[src/rtl/cpu_run_controller_pkg.sv]
// Shared definitions for the CPU run controller: state encoding, run modes,
// default cycle cap and the CPU reset vector.
// No logic; imported by the controller, its counter and the benches.
package cpu_run_controller_pkg;

  localparam logic [2:0] ST_IDLE  = 3'd0;
  localparam logic [2:0] ST_INIT  = 3'd1;
  localparam logic [2:0] ST_RUN   = 3'd2;
  localparam logic [2:0] ST_PAUSE = 3'd3;
  localparam logic [2:0] ST_STEP  = 3'd4;
  localparam logic [2:0] ST_DONE  = 3'd5;

  typedef enum logic [2:0] {
    S_IDLE  = ST_IDLE,
    S_INIT  = ST_INIT,
    S_RUN   = ST_RUN,
    S_PAUSE = ST_PAUSE,
    S_STEP  = ST_STEP,
    S_DONE  = ST_DONE
  } state_t;

  typedef enum logic {
    MODE_FREE = 1'b0,
    MODE_STEP = 1'b1
  } run_mode_t;

  localparam int          DEFAULT_MAX_CYCLES = 5000;
  localparam logic [31:0] CPU_RESET_VEC      = 32'h0040_0000;

endpackage

[src/rtl/cpu_run_controller_if.sv]
// Control/status bundle between run-control master (top level, bench, debug)
// and the run controller. master drives commands and regPC; slave reports
// enables and status. Purely wiring, no latency.
interface cpu_run_controller_if #(
  parameter int CNT_W = 32
);
  logic             start;
  logic             step;
  logic             halt_req;
  logic [31:0]      pc_lim;
  logic [31:0]      regPC;
  logic             cpu_en;
  logic             cpu_init;
  logic             busy;
  logic             done;
  logic             timeout;
  logic [CNT_W-1:0] cycle_count;

  modport master (
    output start, step, halt_req, pc_lim, regPC,
    input  cpu_en, cpu_init, busy, done, timeout, cycle_count
  );

  modport slave (
    input  start, step, halt_req, pc_lim, regPC,
    output cpu_en, cpu_init, busy, done, timeout, cycle_count
  );
endinterface

[src/rtl/cpu_run_controller_sat_cycle_counter.sv]
// Saturating up-counter of enabled CPU cycles; clr wins over inc.
// Latency: count updates one clock after clr/inc.
// Ports: clk, clr, inc in; count out (CNT_W). No backpressure; stops at MAX.
module sat_cycle_counter
  import cpu_run_controller_pkg::*;
#(
  parameter int CNT_W = 32,
  parameter int MAX   = DEFAULT_MAX_CYCLES
) (
  input  logic             clk,
  input  logic             clr,
  input  logic             inc,
  output logic [CNT_W-1:0] count
);
  localparam logic [CNT_W-1:0] MAX_V = CNT_W'(MAX);
  localparam logic [CNT_W-1:0] ONE   = CNT_W'(1);

  always_ff @(posedge clk) begin
    if (clr) begin
      count <= '0;
    end else if (inc && (count != MAX_V)) begin
      count <= count + ONE;
    end
  end
endmodule

[src/rtl/cpu_run_controller.sv]
// Sequences the CPU: holds initPC, then gates advance per free-run or step mode.
// Latency: step pulse -> cpu_en one cycle later; cpu_en drops same cycle term rises.
// Ports: clk, initPC (sync reset, passed through to cpu_init); ctl bundle (slave).
module cpu_run_controller
  import cpu_run_controller_pkg::*;
#(
  parameter int MAX_CYCLES  = DEFAULT_MAX_CYCLES,
  parameter int INIT_CYCLES = 1,
  parameter int CNT_W       = 32
) (
  input logic                clk,
  input logic                initPC,
  cpu_run_controller_if.slave ctl
);
  localparam int               IW    = (INIT_CYCLES > 1) ? $clog2(INIT_CYCLES) : 1;
  localparam logic [IW-1:0]    INIT_LAST = IW'(INIT_CYCLES - 1);
  localparam logic [CNT_W-1:0] MAX_V = CNT_W'(MAX_CYCLES);

  state_t           state_q, state_d;
  run_mode_t        mode_q, mode_d;
  logic [31:0]      lim_q;
  logic             done_q, timeout_q;
  logic [IW-1:0]    init_cnt;
  logic [CNT_W-1:0] count;
  logic             run_entry;
  logic             en_raw;
  logic             pc_hit, term;

  assign pc_hit = (ctl.regPC >= lim_q);
  assign term   = pc_hit || (count == MAX_V);

  always_comb begin
    state_d   = state_q;
    mode_d    = mode_q;
    run_entry = 1'b0;
    en_raw    = 1'b0;
    unique case (state_q)
      S_IDLE, S_DONE: begin
        if (ctl.start) begin
          state_d   = S_INIT;
          mode_d    = MODE_FREE;
          run_entry = 1'b1;
        end else if (ctl.step) begin
          state_d   = S_INIT;
          mode_d    = MODE_STEP;
          run_entry = 1'b1;
        end
      end
      S_INIT: begin
        if (init_cnt == INIT_LAST) begin
          state_d = (mode_q == MODE_FREE) ? S_RUN : S_PAUSE;
        end
      end
      S_RUN: begin
        // The halt cycle itself still advances the CPU.
        en_raw = !term;
        if (term)              state_d = S_DONE;
        else if (ctl.halt_req) state_d = S_PAUSE;
      end
      S_PAUSE: begin
        // term first: a limit reached by the last step closes the run.
        if (term)           state_d = S_DONE;
        else if (ctl.start) state_d = S_RUN;
        else if (ctl.step)  state_d = S_STEP;
      end
      S_STEP: begin
        en_raw  = !term;
        state_d = term ? S_DONE : S_PAUSE;
      end
      default: state_d = S_IDLE;
    endcase
  end

  always_ff @(posedge clk) begin
    if (initPC) begin
      state_q   <= S_IDLE;
      mode_q    <= MODE_FREE;
      lim_q     <= '0;
      done_q    <= 1'b0;
      timeout_q <= 1'b0;
      init_cnt  <= '0;
    end else begin
      state_q  <= state_d;
      mode_q   <= mode_d;
      init_cnt <= (state_q == S_INIT) ? init_cnt + IW'(1) : '0;
      if (run_entry) begin
        lim_q     <= ctl.pc_lim;
        done_q    <= 1'b0;
        timeout_q <= 1'b0;
      end
      // PC limit takes precedence over the cycle cap when both hold.
      if ((state_d == S_DONE) && (state_q != S_DONE)) begin
        done_q    <= pc_hit;
        timeout_q <= !pc_hit;
      end
    end
  end

  sat_cycle_counter #(
    .CNT_W(CNT_W),
    .MAX  (MAX_CYCLES)
  ) u_cnt (
    .clk  (clk),
    .clr  (initPC || run_entry),
    .inc  (ctl.cpu_en),
    .count(count)
  );

  // initPC passes straight through so the CPU resets alongside the controller.
  assign ctl.cpu_en      = !initPC && en_raw;
  assign ctl.cpu_init    = initPC || (state_q == S_INIT);
  assign ctl.busy        = !initPC && ((state_q == S_INIT) || (state_q == S_RUN) ||
                                       (state_q == S_PAUSE) || (state_q == S_STEP));
  assign ctl.done        = done_q;
  assign ctl.timeout     = timeout_q;
  assign ctl.cycle_count = count;

endmodule

[src/flat_wrapper.sv]
// flat-port wrapper written by rule: the top's interface ports become plain ports
module cpu_run_controller_flat import cpu_run_controller_pkg::*;
#(
  parameter int MAX_CYCLES  = DEFAULT_MAX_CYCLES,
  parameter int INIT_CYCLES = 1,
  parameter int CNT_W       = 32
)
  (clk, initPC, ctl_start, ctl_step, ctl_halt_req, ctl_pc_lim, ctl_regPC, ctl_cpu_en, ctl_cpu_init, ctl_busy, ctl_done, ctl_timeout, ctl_cycle_count);
  cpu_run_controller_if #(.CNT_W(CNT_W)) ctl_i ();
  input logic clk;
  input logic initPC;
  input wire logic [$bits(ctl_i.start)-1:0] ctl_start;
  input wire logic [$bits(ctl_i.step)-1:0] ctl_step;
  input wire logic [$bits(ctl_i.halt_req)-1:0] ctl_halt_req;
  input wire logic [$bits(ctl_i.pc_lim)-1:0] ctl_pc_lim;
  input wire logic [$bits(ctl_i.regPC)-1:0] ctl_regPC;
  output wire logic [$bits(ctl_i.cpu_en)-1:0] ctl_cpu_en;
  output wire logic [$bits(ctl_i.cpu_init)-1:0] ctl_cpu_init;
  output wire logic [$bits(ctl_i.busy)-1:0] ctl_busy;
  output wire logic [$bits(ctl_i.done)-1:0] ctl_done;
  output wire logic [$bits(ctl_i.timeout)-1:0] ctl_timeout;
  output wire logic [$bits(ctl_i.cycle_count)-1:0] ctl_cycle_count;
  assign ctl_i.start = ctl_start;
  assign ctl_i.step = ctl_step;
  assign ctl_i.halt_req = ctl_halt_req;
  assign ctl_i.pc_lim = ctl_pc_lim;
  assign ctl_i.regPC = ctl_regPC;
  assign ctl_cpu_en = ctl_i.cpu_en;
  assign ctl_cpu_init = ctl_i.cpu_init;
  assign ctl_busy = ctl_i.busy;
  assign ctl_done = ctl_i.done;
  assign ctl_timeout = ctl_i.timeout;
  assign ctl_cycle_count = ctl_i.cycle_count;
  cpu_run_controller #(.MAX_CYCLES(MAX_CYCLES), .INIT_CYCLES(INIT_CYCLES), .CNT_W(CNT_W)) u_core (.clk(clk), .initPC(initPC), .ctl(ctl_i));
endmodule
[config.mk]
export PLATFORM = sky130hd
export DESIGN_NAME = cpu_run_controller_flat
export DESIGN_NICKNAME = d
export VERILOG_FILES = /design/src/rtl/cpu_run_controller_pkg.sv /design/src/rtl/cpu_run_controller_if.sv /design/src/rtl/cpu_run_controller_sat_cycle_counter.sv /design/src/rtl/cpu_run_controller.sv /design/src/flat_wrapper.sv
export SDC_FILE = /design/constraint.sdc
export NUM_CORES = 1
export LEC_CHECK = 0
export CORE_AREA = 5 5 94 104
export DETAILED_ROUTE_END_ITERATION = 10
export DIE_AREA = 0 0 99 109
export HOLD_SLACK_MARGIN = 0.08
export PLACE_DENSITY = 0.9
export SLEW_MARGIN = 25
export SYNTH_ARGS = -nofsm -noshare
export SYNTH_HDL_FRONTEND = slang
export SYNTH_SLANG_ARGS = --single-unit
[constraint.sdc]
create_clock -name clk -period 4 [get_ports clk]
set_input_delay 0.8 -clock clk [delete_from_list [all_inputs] [get_ports clk]]
set_output_delay 0.8 -clock clk [all_outputs]
set_load 0.02 [all_outputs]
Yosys cells after proc, flatten, opt, wreduce, memory -nomap -nowiden
Cells that the tools add are included.
- register bits: 71
- bits of input ports: 69
- word-level logic and storage cells: 60
- add/sub/neg operators: 2
- magnitude comparators: 1
- eq/ne operators: 9
- muxes and demuxes: 20
- bitwise gates (word level): 1
- reductions and logical operators: 20
- operator list (operator ; count):
    32-bit by 1-bit adder with 32-bit output, second input constant ; 1
    32-bit by 13-bit == test with 1-bit output, second input constant ; 1
    32-bit >= comparator ; 1
    32-bit by 13-bit != test with 1-bit output, second input constant ; 1
    3-bit two-way mux ; 9
    3-bit case mux with 5 select lines ; 1
    1-bit two-way mux ; 10
    3-bit == test, second input constant ; 3
    3-bit by 2-bit == test with 1-bit output, second input constant ; 2
    1-bit logical OR ; 6
    2-bit OR reduction ; 3
    1-bit logical AND ; 4
    2-bit nonzero test ; 2
    3-bit by 1-bit == test with 1-bit output, second input constant ; 1
    1-bit logical NOT ; 3
    3-bit logical NOT ; 1
    3-bit != test, second input constant ; 1
    2-bit AND reduction ; 1
    1-bit adder, second input constant ; 1
    1-bit inverter ; 1

Logic depth before layout (Yosys ltp)
Gate-level depths: netlist of run 1.
- depth in word-level cells: 7
- gate-level depth with buffers: 10

Cells and area by module
A second synthesis of run 1 with hierarchy kept.
- cell total of the unflattened synthesis: 507
- area total of the unflattened synthesis: 3990.1 sq um
- by module, submodules not included (module ; times used ; cells each ; area each (sq um) ; sequential area each (sq um)):
    cpu_run_controller ; 1 ; 316 ; 2393.5 ; 780.7
    sat_cycle_counter ; 1 ; 191 ; 1596.5 ; 640.6

Least setup slack after synthesis of run 1
Ideal clock, no wire load.
- path kind: input to output
- start point: input ctl_regPC[30]
- end point: output ctl_cpu_en
- arrival: 2792 ps
- data required time: 3200 ps
- setup slack: 408 ps
- stages on the path: 8
- path buffers: 2
- cell sequence: ha_1 a21oi_1 nand2_1 a21o_1 or4_4 buf_2 buf_2 nor3_1
- word-level cells in the longest chain between the ends: 5
- ends and longest elaborated chain (what ; RTL line ; RTL):
    from (decl) ; flat_wrapper.sv:16 ; input wire logic [$bits(ctl_i.regPC)-1:0] ctl_regPC;
    32-bit >= comparator ; cpu_run_controller.sv:29 ; assign pc_hit = (ctl.regPC >= lim_q);
    1-bit logical OR ; cpu_run_controller.sv:30 ; assign term = pc_hit || (count == MAX_V);
    1-bit logical NOT ; cpu_run_controller.sv:56, cpu_run_controller.sv:67 ;
    1-bit two-way mux ; -- ;
    1-bit logical AND ; cpu_run_controller.sv:110 ; assign ctl.cpu_en = !initPC && en_raw;
    to (decl) ; flat_wrapper.sv:17 ; output wire logic [$bits(ctl_i.cpu_en)-1:0] ctl_cpu_en;
Every way passes these cells.

Worst setup path after layout of run 1
- start point: input ctl_regPC[5]
- end point: output ctl_cpu_en
Same word-level chain as after synthesis.

==> results.md, run 1 <==
* Global route total overflow at 0
* Simple-gate portion of the synthesized area at 0.293
* Setup TNS at 0 ps
* Clock-pin transition on the worst setup and hold timing paths at about 70 ps
* Clk_skew at 12.3 ps
* Drt pass-1 iters at 4
* Post-Synth XOR/XNOR Area at 0.00419
* Die height at approximately 110 um
* Pleak at 2.04 nW
* # port buffers at 105
* 1st-iter DRT viols at 224
* Top-count cell post-synth: nand2_1
* Synth cell types at 48
* Critical path launch point type: input pin
* Total Nets Final at 747
* Post-place instance area at approximately 5400 um^2
* HPWL Detailed at approximately 8800 um
* # IOs at 106
* Row count at 36
* Area of the core at a little under 9000 um^2
* Mux cell area share after synthesis at 0.0431
* Main flop type after synthesis: dfxtp_1
* Post-Route WL at 12300 um
* Area of the multi-input gates at about 2500 um^2
* Final Setup Violations at 0
* FF+latch count, synth at approximately 70
* Cell count after synthesis at 539
* Fillers at 680
* Layout area overhead at 34.3%
* Routed vias/inst at between 5 and 6
* Synth Warn # at 0
* # clock sinks at 71
* Post-layout min period at roughly 3900 ps
* Period Utilization, post-route at 0.973
* Adder-cell share of the synthesized area at 0.102
* CTS Buf Count at 9
* Outcome: finished, final reports clean
* Synth area leader: dfxtp_1
* Design area at about 5600 um^2
* Ys async rst share at 0
* Layout cells sized above 1 at 0.0755
* Area share of the largest cell type after synthesis at 0.340
* Critical path required time at between 3000 and 4000 ps
* CTS H-tree depth at 3
* Clock tree buffer depth at 2
* Tightest Pin Transition at 988 ps
* Antenna violations before repair at 0
* Post-synth top cells: 106 x nand2_1, 71 x dfxtp_1, 65 x a21oi_1
* Synth Area in Compound Gates at 0.150
* Via count of the routed design at ~4400
* Worst-path maximum fanout at 2
* Area of the die at ~11000 um^2
* Vias in the first global route at 4239
* Layout Utilization at 0.646
* PwrDens at 471 nW/um^2
* Highest clock rate at 257 MHz
* Register area share after synthesis at 0.340
* Avg WL per Cell at around 16 um
* Final worst setup slack at 109 ps
* Slew Viols, Final at 0
* FF+latch area at roughly 1400 um^2
* GPL Wtd Cong at approximately 0.94
* Max Cap Viol at 0
* Synthesized net count at around 640
* Synth top area cells: dfxtp_1 34%, ha_1 10%, nand2_1 9.5%
* Largest family of logic cells by synthesized area: simple AND/OR/NAND/NOR gates
* Post-Syn Area per Cell at around 7.8 um^2
* CTS Root Cell: clkbuf_8
* Die width at 99 um
* Pin count of the biggest net entering global routing at 44
* Worst setup EP type: primary output
* Diode count at 0
* Worst path arrival time at 3090 ps
* Antenna viol nets, final at 0
* EDFF count, synth at 0
* Rel. slew slack at 0.339
* Pre-CTS setup slack at -409 ps
* CTS tree: done
* Max VDD drop at 207 uV
* Fin. Hold Viols at 0
* Later-pin clock latency in the skew report at about 350 ps
* Gr usage total at 0.220
* Initial Util at 0.481
* First-pass GRT wire length at a little under 20000 um
* Kind of critical path: input pin to primary output
* Post-synthesis instance area at ~4200 um^2
* Hold WC Path Type: flip-flop to flip-flop
* DRC at 0
* Worst hold slack at roughly 450 ps
-- worst paths after layout --
kind                                                to  depth (start not counted)  slack [ps]       startpoint
worst max-delay path                        ctl_cpu_en                          9         110     ctl_regPC[5]
worst min-delay path                   u_core.init_cnt                          1         450  u_core.init_cnt
worst max register to register  u_core.u_cnt.count[27]                          9        1110  u_core.lim_q[9]
worst min register to register         u_core.init_cnt                          1         450  u_core.init_cnt
-- kinds of logic (layout without fill, tap and decap cells) --
logic type,Yosys count,after routing
flops,71,71
buf+inv,67,177
xor+xnor,2,2
compound gates,105,105
simple gates,242,242
mux,18,18
fa+ha+maj,34,34
-- report_power, final --
part | switching (W) | internal, W
clock | 0.000277 | 0.000286
sequential | 0.0000896 | 0.000836
combinational | 0.000686 | 0.000472
total | 0.00105 | 0.00159
-- cells in the final DEF, fill, tap and decap left out, types with 4 or more instances in the layout --
cell | Yosys | layout
or3_1 | 19 | 19
or4_1 | 13 | 13
nand2b_1 | 5 | 5
nor3_1 | 18 | 17
buf_4 | 0 | 20
nand4_1 | 15 | 15
o21a_1 | 5 | 5
dlymetal6s2s_1 | 0 | 4
dfxtp_1 | 71 | 71
o21ai_1 | 6 | 5
nor4_1 | 7 | 7
nor3b_1 | 4 | 4
clkbuf_8 | 0 | 9
mux2i_1 | 18 | 18
nand3_1 | 16 | 16
inv_1 | 36 | 36
nand2_1 | 106 | 106
clkdlybuf4s50_1 | 0 | 99
o31ai_1 | 9 | 9
and3_1 | 7 | 7
nor2_1 | 15 | 15
o21ai_0 | 5 | 5
ha_1 | 34 | 31
a21oi_1 | 65 | 65
-- registers in the layout, summed over array words and instances (netlist names) --
name	count
u_core.state_q	3
u_core.mode_q	1
u_core.ctl.done	1
u_core.u_cnt.count	32
u_core.init_cnt	1
u_core.lim_q	32
u_core.ctl.timeout	1
-- worst max-delay path: stages --
cell and delay (ps):
clkdlybuf4s50_1 450, ha_4 290, nand2_1 60, or4_1 490
o32a_1 360, a211oi_4 290, nor3_1 70, buf_4 140
buf_6 120
-- timing repair --
item	CTS	global route
resized for setup	5	8
buffers inserted	0	2
setup endpoints to repair	1	1
endpoints found under the hold margin	0	0
hold buffers	0	0
pin swaps	6	10
-- per-stage QoR --
| stage | std cells | power [W] |
|---|---|---|
| 2_1_floorplan | 539 | 0.00170 |
| 3_3_place_gp | 745 | 0.00200 |
| 3_5_place_dp | 745 | 0.00207 |
| 4_1_cts | 761 | 0.00263 |
| 5_1_grt | 763 | 0.00286 |
| 6_report | 763 | 0.00265 |
-- metal layers --
metal / wire length [um] / global-route usage / up-vias
li1: - / - / 2119
met1: 4930 / 0.269 / 2015
met2: 6030 / 0.390 / 200
met3: 1110 / 0.0461 / 24
met4: 195 / 0.0624 / 0
met5: 0 / 0 / -
-- area by class of cell --
| cell class | count | area share |
|---|---|---|
| clock inverters | 6 | 0.0109 |
| clock buffers | 10 | 0.0227 |
| well taps | 114 | 0.0254 |
| repair buffers | 125 | 0.215 |
| multi-input cells | 401 | 0.449 |
| inverters | 36 | 0.0241 |
| flip-flops and latches | 71 | 0.253 |
No activity file was read; power rests on OpenSTA's default activity.
==> run 2, diff against run 1 <==
- ABC_AREA: not set -> 0
- CORE_AREA: 5 5 94 104 -> 5 5 125 139
- DIE_AREA: 0 0 99 109 -> 0 0 130 144
- PLACE_DENSITY: 0.9 -> 0.59
==> results.md, run 2 (synthesis results as in run 1) <==
* Outcome: finished, final reports clean
* Vias in the first global route at 4290 (+1.2%)
* Total Nets Final at 755 (+1.1%)
* Most common cell after layout, fill and taps aside: nand2_1
* Drt pass-1 iters at 4 (unchanged)
* Kind of critical path: input pin to primary output
* Period Utilization, post-route at 0.976 (+0.00346)
* GPL Wtd Cong at 0.849 (-9.7%)
* Layout area overhead at 42.2%
* # port buffers at 105 (unchanged)
* Max Cap Viol at 0 (unchanged)
* Worst path arrival time at 3100 ps (about the same)
* Post-route total power at 0.00308 W (+17%)
* Crit path max-delay cell type: or4_1
* Setup TNS at 0 ps (unchanged)
* Layout Utilization at 0.373 (-0.273)
* Clock tree buffer depth at 2 (unchanged)
* HPWL Detailed at 9500 um (+7.5%)
* Antenna violations before repair at 0 (unchanged)
* PwrDens at 519 nW/um^2 (+10%)
* Reg2Reg Setup Slack at 1140 ps (+30 ps)
* Die height at 144 um (+32%)
* Fillers at 1650 (+140%)
* Antenna viol nets, final at 0 (unchanged)
* # clock sinks at 71 (unchanged)
* Fin. Hold Viols at 0 (unchanged)
* First-pass GRT wire length at 21100 um (+8.8%)
* Die width at 130 um (+31%)
* Tightest Pin Transition at 1050 ps (+63.5 ps)
* Slowest stage delay, CP at 540 ps (+50 ps)
* Diode count at 0 (unchanged)
* Most frequent cells in the layout: 106 x nand2_1, 102 x clkdlybuf4s50_1, 71 x dfxtp_1
* Rel. slew slack at 0.296 (-0.0425)
* Later-pin clock latency in the skew report at 340 ps (about the same)
* Initial Util at 0.262 (-0.219)
* Global route total overflow at 0 (unchanged)
* Clock-pin transition on the worst setup and hold timing paths at 60 ps (about the same)
* Via count of the routed design at 4333 (-0.57%)
* Layout cells sized above 1 at 0.0883 (+0.0128)
* Gr usage total at 0.143 (-0.0773)
* Highest clock rate at 256 MHz (-0.35%)
* Placed Cells at 837 (+12%)
* Worst hold stages at 1 (unchanged)
* Critical path launch point type: input pin
* CTS Buf Count at 9 (unchanged)
* Post-Route WL at 13200 um (+8.0%)
* Top Registers: u_core.lim_q x32, u_core.u_cnt.count x32, u_core.state_q x3
* Hold-fix buffers, CTS at 0 (unchanged)
* Pin count of the biggest net entering global routing at 48 (+9.1%)
* DRC at 0 (unchanged)
* 1st-iter DRT viols at 214 (-4.5%)
* Worst-path maximum fanout at 2 (unchanged)
* Worst R2R Path Depth at 10 (+1)
* Worst hold slack at 447 ps (-0.781 ps)
* Clk_skew at 5.24 ps (-7.01 ps)
* CP cell instances: clkdlybuf4s50_1 -> ha_1 -> nand4_1 -> or4_1 -> o32a_1 -> a211oi_4 -> nor3_2 -> buf_4
* Row count at 49 (+36%)
* Area of the core at 15900 um^2 (+83%)
* Final Setup Violations at 0 (unchanged)
* CTS Root Cell: clkbuf_16
* Post-layout min period at 3900 ps (+13.8 ps)
* CTS tree: done
* CTS H-tree depth at 3 (unchanged)
* Critical path required time at 3200 ps (about the same)
* Hold WC Path Type: flip-flop to flip-flop
* Slew Viols, Final at 0 (unchanged)
* Routed vias/inst at 5.03 (-12%)
* # IOs at 106 (unchanged)
* Area of the die at 18700 um^2 (+73%)
* Max VDD drop at 235 uV (+13%)
* Pleak at 2.13 nW (+4.3%)
* Worst setup EP type: primary output
* Avg WL per Cell at 15.4 um (-4.3%)
* Final Non-Filler Cells at 861 (+13%)
-- run 2: cell count changes in the layout (fill, tap and decap cells not counted), moves of 2 or more --
cell and change:
clkdlybuf4s50_1 +3, ha_4 -2, dlymetal6s2s_1 -3, clkbuf_16 +9, bufinv_16 +2, ha_1 +2, clkinv_2 -2, buf_4 +9
clkbuf_8 -7
-- run 2: cell type report --
type                    instances  area (um^2)  share of cell area
clock inverters                 5          104              0.0175
inverters                      36          135              0.0227
well taps                     204          255              0.0429
clock buffers                  11          253              0.0425
multi-input cells             401         2520               0.424
flip-flops and latches         71         1420               0.239
repair buffers                133         1260               0.211
-- run 2: path summary, 6_finish.rpt --
kind,startpoint,end
max reg2reg,u_core.lim_q[9],u_core.state_q[2]
min reg2reg,u_core.init_cnt,u_core.init_cnt
max,ctl_regPC[9],ctl_cpu_en
min,u_core.init_cnt,u_core.init_cnt
-- run 2: critical path, delay by kind of cell --
kind / cells / cell delay [ps]
buffers and inverters: 2 / 580
AND/OR/NAND/NOR: 3 / 750
AO/OA/AOI/OAI: 2 / 660
adder cells (fa/ha/maj): 1 / 300
-- run 2: repair_timing --
item	CTS	global route
pin swaps	8	6
endpoints found under the setup margin	1	1
gates resized for setup	7	4
setup buffers	7	2
-- run 2: stage by stage --
step / area [um^2] / setup slack [ps]
6_report: 5940 / 95.6
5_1_grt: 5940 / -5.05
4_1_cts: 5910 / 3.23
3_5_place_dp: 5490 / -675
3_3_place_gp: 5490 / -578
2_1_floorplan: 4180 / 408
-- run 2: layer usage --
metal | GRT usage | share of wire | wire length [um] | up-vias
met5 | 0 | 0 | 0 | -
met1 | 0.170 | 0.42 | 5570 | 2030
met2 | 0.253 | 0.49 | 6470 | 148
li1 | - | - | - | 2132
met3 | 0.0259 | 0.067 | 893 | 23
met4 | 0.0580 | 0.024 | 315 | 0
-- run 2: where the power goes --
group          switching, W  internal [W]  total, W
logic              0.000709      0.000495   0.00120
registers         0.0000870      0.000837  0.000924
clock network      0.000314      0.000643  0.000957
total               0.00111       0.00197   0.00308
==> run 3, diff against run 2 <==
- CELL_PAD_IN_SITES_DETAIL_PLACEMENT: not set -> 1
- CELL_PAD_IN_SITES_GLOBAL_PLACEMENT: not set -> 1
- PLACE_DENSITY: 0.59 -> 0.73
==> results.md, run 3 (synthesis results as in run 1) <==
* Outcome: finished, final reports clean
* Worst-path maximum fanout at 3 (+1)
* Via count of the routed design at 4260 (-1.7%)
* Diode count at 0 (unchanged)
* Antenna viol nets, final at 0 (unchanged)
* Most frequent cells in the layout: 106 x nand2_1, 103 x clkdlybuf4s50_1, 71 x dfxtp_1
* Post-Route WL at 14000 um (+5.9%)
* # IOs at 106 (unchanged)
* Area of the die at 18700 um^2 (unchanged)
* Setup TNS at 0 ps (unchanged)
* Kind of critical path: input pin to primary output
* 1st-iter DRT viols at 135 (-37%)
* Worst R2R Path Depth at 9 (-1)
* Worst setup EP type: primary output
* Drt pass-1 iters at 4 (unchanged)
* Clock tree buffer depth at 2 (unchanged)
* Reg-to-Reg End: u_core.state_q[1]
* Post-place instance area at 5400 um^2 (-1.7%)
* Worst hold slack at 444 ps (-3.45 ps)
* Antenna violations before repair at 0 (unchanged)
* Total Nets Final at 736 (-2.5%)
* Most common cell after layout, fill and taps aside: nand2_1
* Slew Viols, Final at 0 (unchanged)
* First-pass GRT wire length at 22700 um (+7.3%)
* Worst hold stages at 1 (unchanged)
* Max Cap Viol at 0 (unchanged)
* Post-route total power at 0.00287 W (-7.0%)
* # clock sinks at 71 (unchanged)
* Vias in the first global route at 4636 (+8.1%)
* Pleak at 2.00 nW (-6.1%)
* Avg WL per Cell at 16.6 um (+8.2%)
* Hold Path Sink: u_core.init_cnt
* Met1 Wirelength at 6300 um (+13%)
* Met3 WL at 579 um (-35%)
* Row count at 49 (unchanged)
* CTS Root Cell: clkbuf_16
* Fin. Hold Viols at 0 (unchanged)
* Top Registers: u_core.lim_q x32, u_core.u_cnt.count x32, u_core.state_q x3
* Final Setup Violations at 0 (unchanged)
* Initial Util at 0.262 (unchanged)
* Final Non-Filler Cells at 842 (-2.2%)
* Tightest Pin Transition at 688 ps (-364 ps)
* Die width at 130 um (unchanged)
* Highest clock rate at 255 MHz (-0.55%)
* Clock-pin transition on the worst setup and hold timing paths at 50 ps (about the same)
* Reg2Reg Setup Slack at 1130 ps (about the same)
* Met2 WL at 6870 um (+6.2%)
* Area of the core at 15900 um^2 (unchanged)
* Post-layout min period at 3930 ps (+21.7 ps)
* Pin count of the biggest net entering global routing at 48 (unchanged)
* Die height at 144 um (unchanged)
* CTS Buf Count at 9 (unchanged)
* Critical path launch point type: input pin
* R2R Path Start: u_core.lim_q[15]
* Layout cells sized above 1 at 0.0580 (-0.0303)
* Hold-fix buffers, CTS at 0 (unchanged)
* Slowest stage delay, CP at 550 ps (about the same)
* CTS H-tree depth at 3 (unchanged)
* # port buffers at 105 (unchanged)
* Uppermost routed layer: met4
* Hold WC Path Type: flip-flop to flip-flop
* CTS tree: done
* HPWL Detailed at 10600 um (+11%)
* Later-pin clock latency in the skew report at 330 ps (about the same)
* Placed Cells at 825 (-1.4%)
* Critical path required time at 3200 ps (about the same)
* Max VDD drop at 208 uV (-11%)
* Design area at 5710 um^2 (-4.0%)
* Min-delay src: u_core.init_cnt
* Routed vias/inst at 5.06 (+0.53%)
* Global route total overflow at 0 (unchanged)
* Worst path arrival time at 3130 ps (+30 ps)
* Period Utilization, post-route at 0.982 (+0.00541)
* Rel. slew slack at 0.541 (+0.245)
* Clk_skew at 4.06 ps (-1.18 ps)
* Gr usage total at 0.153 (+0.0102)
* Fillers at 1929 (+17%)
* CP cell instances: clkdlybuf4s50_1 -> ha_1 -> nand4_1 -> or4_1 -> o32a_1 -> a211oi_4 -> nor3_1 -> buf_4
* Crit path max-delay cell type: or4_1
* Layout area overhead at 36.5%
* PwrDens at 503 nW/um^2 (-3.2%)
* GPL Wtd Cong at 0.829 (-2.4%)
* DRC at 0 (unchanged)
run 3: worst max path at each step:
stage	from	to	slack (ps)	depth (start not counted)
final	ctl_regPC[15]	ctl_cpu_en	70	8
after floorplan	ctl_regPC[30]	ctl_cpu_en	410	8
after CTS	ctl_regPC[15]	ctl_cpu_en	50	8
after detailed placement	ctl_regPC[15]	ctl_cpu_en	50	8
after global placement	ctl_regPC[15]	ctl_cpu_en	110	8
after global routing	ctl_regPC[15]	ctl_cpu_en	-2	8
run 3: cell type report:
class | instances | area (um^2) | area share
clock buffers | 10 | 239 | 0.0419
clock inverters | 6 | 60.1 | 0.0105
inverters | 36 | 135 | 0.0237
multi-input cells | 401 | 2490 | 0.436
flip-flops and latches | 71 | 1420 | 0.249
well taps | 204 | 255 | 0.0447
repair buffers | 114 | 1110 | 0.195
run 3: timing repair:
item,4_1_cts,5_1_grt
buffers inserted,0,1
resized for setup,0,1
setup endpoints to repair,0,1
run 3: metal layers:
metal,up-vias,track usage
li1,2097,-
met5,-,0
met4,0,0.0558
met2,99,0.275
met1,2047,0.181
met3,17,0.0273
run 3: power by group:
part | total, W | switching [W] | internal, W
Clock | 0.000804 | 0.000308 | 0.000496
Combinational | 0.00114 | 0.000702 | 0.000435
Sequential | 0.000928 | 0.0000910 | 0.000837
run 3: critical path, delay by kind of cell:
family | cells | cell delay, ps
compound gates | 2 | 660
fa+ha+maj | 1 | 310
buf+inv | 2 | 590
simple gates | 3 | 760
run 3: per-stage QoR:
| stage | setup slack [ps] | utilization |
|---|---|---|
| floorplan | 408 | - |
| global placement | 110 | 0.339 |
| detailed placement | 48.7 | 0.339 |
| CTS | 48.8 | 0.357 |
| global route | -1.57 | 0.358 |
| finish | 73.9 | 0.358 |
